[src/rtl/fetch_sequencer.sv]
// IF-stage control sequencer: arbitrates branch/jump/load-use/debug-halt into PC_src, stall, flush and bubble.
// Optional perf counters (stall_cycles, redirect_count) are built when FETCH_SEQ_PERF_EN is defined.
module fetch_sequencer #(
  parameter int RESET_HOLD_CYCLES = 2,
  parameter int CNT_WIDTH         = 16
) (
  input  logic       i_clk,
  input  logic       i_reset,
  input  logic       i_branch_taken,
  input  logic       i_jump_req,
  input  logic       i_load_use_hazard,
  input  logic       i_ext_halt,
  output logic [1:0] o_PC_src,
  output logic       o_stall,
  output logic       o_flush_ifid,
  output logic       o_flush_idex,
  output logic       o_bubble_idex,
  output logic       o_halted
`ifdef FETCH_SEQ_PERF_EN
  ,
  output logic [CNT_WIDTH-1:0] o_stall_cycles,
  output logic [CNT_WIDTH-1:0] o_redirect_count
`endif
);

  localparam int HW = (RESET_HOLD_CYCLES > 1) ? $clog2(RESET_HOLD_CYCLES) : 1;
  localparam logic [HW-1:0] HOLD_LAST = HW'((RESET_HOLD_CYCLES > 0) ? RESET_HOLD_CYCLES - 1 : 0);

  typedef enum logic [1:0] {
    S_HOLD,
    S_RUN,
    S_HALT
  } state_t;

  state_t          r_state;
  logic [HW-1:0]   r_hold_cnt;

  logic w_in_hold;
  logic w_in_halt;
  logic w_redirect;

  // With no hold configured, the HOLD state simply behaves as RUN.
  assign w_in_hold = (r_state == S_HOLD) && (RESET_HOLD_CYCLES != 0);
  assign w_in_halt = (r_state == S_HALT);
  assign o_halted  = w_in_halt;

  always_comb begin
    o_PC_src      = 2'b00;
    o_stall       = 1'b0;
    o_flush_ifid  = 1'b0;
    o_flush_idex  = 1'b0;
    o_bubble_idex = 1'b0;
    w_redirect    = 1'b0;
    if (i_reset || w_in_hold) begin
      o_stall       = 1'b1;
      o_bubble_idex = 1'b1;
    end else if (w_in_halt) begin
      if (i_branch_taken) begin
        o_PC_src     = 2'b01;
        o_flush_ifid = 1'b1;
        o_flush_idex = 1'b1;
        w_redirect   = 1'b1;
      end else begin
        o_stall       = 1'b1;
        o_bubble_idex = 1'b1;
      end
    end else begin
      if (i_branch_taken) begin
        o_PC_src     = 2'b01;
        o_flush_ifid = 1'b1;
        o_flush_idex = 1'b1;
        w_redirect   = 1'b1;
      end else if (i_load_use_hazard) begin
        o_stall       = 1'b1;
        o_bubble_idex = 1'b1;
      end else if (i_jump_req) begin
        o_PC_src     = 2'b10;
        o_flush_ifid = 1'b1;
        w_redirect   = 1'b1;
      end
    end
  end

  always_ff @(posedge i_clk or posedge i_reset) begin
    if (i_reset) begin
      r_state    <= S_HOLD;
      r_hold_cnt <= '0;
    end else if (w_in_hold) begin
      r_hold_cnt <= r_hold_cnt + HW'(1);
      if (r_hold_cnt == HOLD_LAST) r_state <= S_RUN;
    end else if (w_in_halt) begin
      if (!i_ext_halt) r_state <= S_RUN;
    end else begin
      // A redirect in flight finishes before halt is honoured.
      r_state <= (i_ext_halt && !w_redirect) ? S_HALT : S_RUN;
    end
  end

`ifdef FETCH_SEQ_PERF_EN
  logic w_count_en;
  assign w_count_en = !i_reset && !w_in_hold;

  always_ff @(posedge i_clk or posedge i_reset) begin
    if (i_reset) begin
      o_stall_cycles   <= '0;
      o_redirect_count <= '0;
    end else if (w_count_en) begin
      if (o_stall && (o_stall_cycles != {CNT_WIDTH{1'b1}}))
        o_stall_cycles <= o_stall_cycles + CNT_WIDTH'(1);
      if ((o_PC_src != 2'b00) && (o_redirect_count != {CNT_WIDTH{1'b1}}))
        o_redirect_count <= o_redirect_count + CNT_WIDTH'(1);
    end
  end
`endif

endmodule
[config.mk]
export PLATFORM = sky130hd
export DESIGN_NAME = fetch_sequencer
export DESIGN_NICKNAME = d
export VERILOG_FILES = /design/src/rtl/fetch_sequencer.sv
export SDC_FILE = /design/constraint.sdc
export NUM_CORES = 1
export LEC_CHECK = 0
export CORE_AREA = 2 2 39 41
export DETAILED_ROUTE_END_ITERATION = 10
export DIE_AREA = 0 0 41 43
export MAX_ROUTING_LAYER = met4
export PLACE_DENSITY = 0.47
export REMOVE_ABC_BUFFERS = 1
export SLEW_MARGIN = 20
export SYNTH_ARGS = -nofsm -noshare
export SYNTH_HDL_FRONTEND = slang
export SYNTH_SLANG_ARGS = --single-unit
[constraint.sdc]
create_clock -name i_clk -period 2.1 [get_ports i_clk]
set_input_delay 0.315 -clock i_clk [delete_from_list [all_inputs] [get_ports i_clk]]
set_output_delay 0.315 -clock i_clk [all_outputs]
set_load 0.1 [all_outputs]
==> metrics.txt <==
final worst path period need=1.85 ns; post-synthesis sequential area ratio=36.6%; Placement Cell Area=395 sq um; Post-Syn Instances=22; Ant. Diodes=0; P per Cell Area=1480 mW/mm^2; Avg Cell Area, Syn=9.33 sq um; Post-Syn Area=205 sq um; crit share post-route=88.3%; Die H=43 microns; FF+latch count, synth=3; initial antenna violation count=0; Max Clock Skew=0.00104 ns; nets=44; critical path type=input port to primary output; Initial Util=14.8%; clk buf depth=2; # resized after CTS=0; Worst-Skew Late Latency=0.23 ns; Setup violations, final=0; Yosys warning count=0; core area=0.00138 sq mm; placer congestion estimate=0.629; Root Driver=clkbuf_4; post-route setup slack=0.246 ns; Tot Pwr=0.622 mW; CP Capture Type=primary output; Post-DRT Antenna Nets=0; router iterations before antenna repair=4; routed wire length=526 microns; Post-DP HPWL=441 microns; # hold bufs at CTS=0; global route overflow=0; die area=0.00176 sq mm; die width=41 microns; worst path required time=1.78 ns; Setup Buffers After CTS=0; Vias=219; drt drc=0; first-pass GRT wire length=952 microns; status=finished, final reports clean; row cnt=14; relative slew slack=81.6%; port buffer count=12; pre-CTS setup slack=0.240 ns; WL/cell=9.92 microns; Layout area overhead=105%; All-Layer GR Usage=8.66%; Netlist cell types=15; max-slew violation count=0; Max Cap Violations=0; Critical Path Source Type=input port; Max H-tree Level=1; clk slew on worst S/H paths=0.04 ns; post-route cell area=422 sq um; pin count of the biggest net entering global routing=7; TNS Setup=0 ns; Hold Vio Cnt, Final=0; share of cells above drive strength 1=37.8%; vias in the first global route=234; Worst VDD drop=0.309 mV; Worst-Margin Slew=0.279 ns; Via-to-Cell Ratio=4.13; worst-path fanout max=6; leak pwr=0.197 nW; CTS tree=done; top achievable clock speed=0.539 GHz; total CTS buffers=3; Iter 0 DRT Violations=2; Hold Worst Slack=0.345 ns; boundary pin count=13; Worst Path Arrival=1.54 ns; clock sinks=3; RSZ-0062 raised after global routing=no; Min-Delay Path Class=input port to asynchronous set/reset pin
## metrics by stage
step           util [%]  instances
2_1_floorplan         -         20
3_3_place_gp       28.6         49
3_5_place_dp       28.6         49
4_1_cts            30.5         53
5_1_grt            30.5         53
6_report           30.5         53
## logic make-up after synthesis
group	share of synthesized area [%]
compound gates	12.2
simple gates	37.8
xor+xnor	4.27
flops	36.6
buf+inv	9.14
## cell type report
class | count | area (sq um)
clock buffers | 4 | 26.3
inverters | 1 | 3.75
fillers | 146 | 962
well taps | 16 | 20.0
repair buffers | 13 | 185
multi-input cells | 16 | 111
flip-flops and latches | 3 | 75.1
## path summary, 6_finish.rpt
kind | start | end | slack (ns) | depth (start not counted)
setup reg to reg | r_state[1] | r_state[1] | 1.16 | 2
setup / recovery | i_branch_taken | o_bubble_idex | 0.25 | 5
max in group asynchronous | i_reset | r_state[1] | 1.60 | 2
hold / removal | i_reset | r_state[0] | 0.34 | 2
hold reg to reg | r_hold_cnt | r_hold_cnt | 0.47 | 1
min in group i_clk | r_hold_cnt | r_hold_cnt | 0.47 | 1
## power by group
group / internal (mW) / total, mW / switching (mW) / leakage (nW)
registers: 0.0851 / 0.109 / 0.0235 / 0.0359
logic: 0.143 / 0.414 / 0.271 / 0.146
clock network: 0.0711 / 0.0998 / 0.0287 / 0.0150
## routing by layer
metal  up-vias  track usage, %  routed length (microns)
li1        103               -                        -
met1        99            7.44                      209
met2        15            13.4                      243
met3         2            1.57                       54
met4         0            10.0                       19
met5         -               -                        0
## registers in the layout, summed over array words and instances, names as in the netlist
signal and count:
r_state 2, r_hold_cnt 1
## cells in the mapped netlist
cell      instances  area share, %
dfrtp_1           3             37
nand2_1           3            5.5
and2b_1           2            7.3
and3b_1           2            8.5
buf_4             2            7.3
a22o_1            1            4.3
inv_1             1            1.8
nand2b_1          1            3.1
nand3_1           1            2.4
nor2_2            1            3.1
nor2b_2           1            4.3
nor3b_1           1            3.7
o211ai_1          1            3.7
o21ai_2           1            4.3
xor2_1            1            4.3
## critical path: stages
cell and delay (ns):
clkdlybuf4s50_1 0.49, nand2b_1 0.19, a22o_1 0.17, nand2_1 0.17
buf_12 0.20
## placed cells by master, fill, tap and decap left out, types with 2 or more instances in the layout
master and instances:
and2b_1 2, buf_12 6, buf_4 2, and3b_1 2
dfrtp_1 3, clkbuf_4 3, clkdlybuf4s50_1 5, nand2_1 3
No activity file was read; power rests on OpenSTA's default activity.
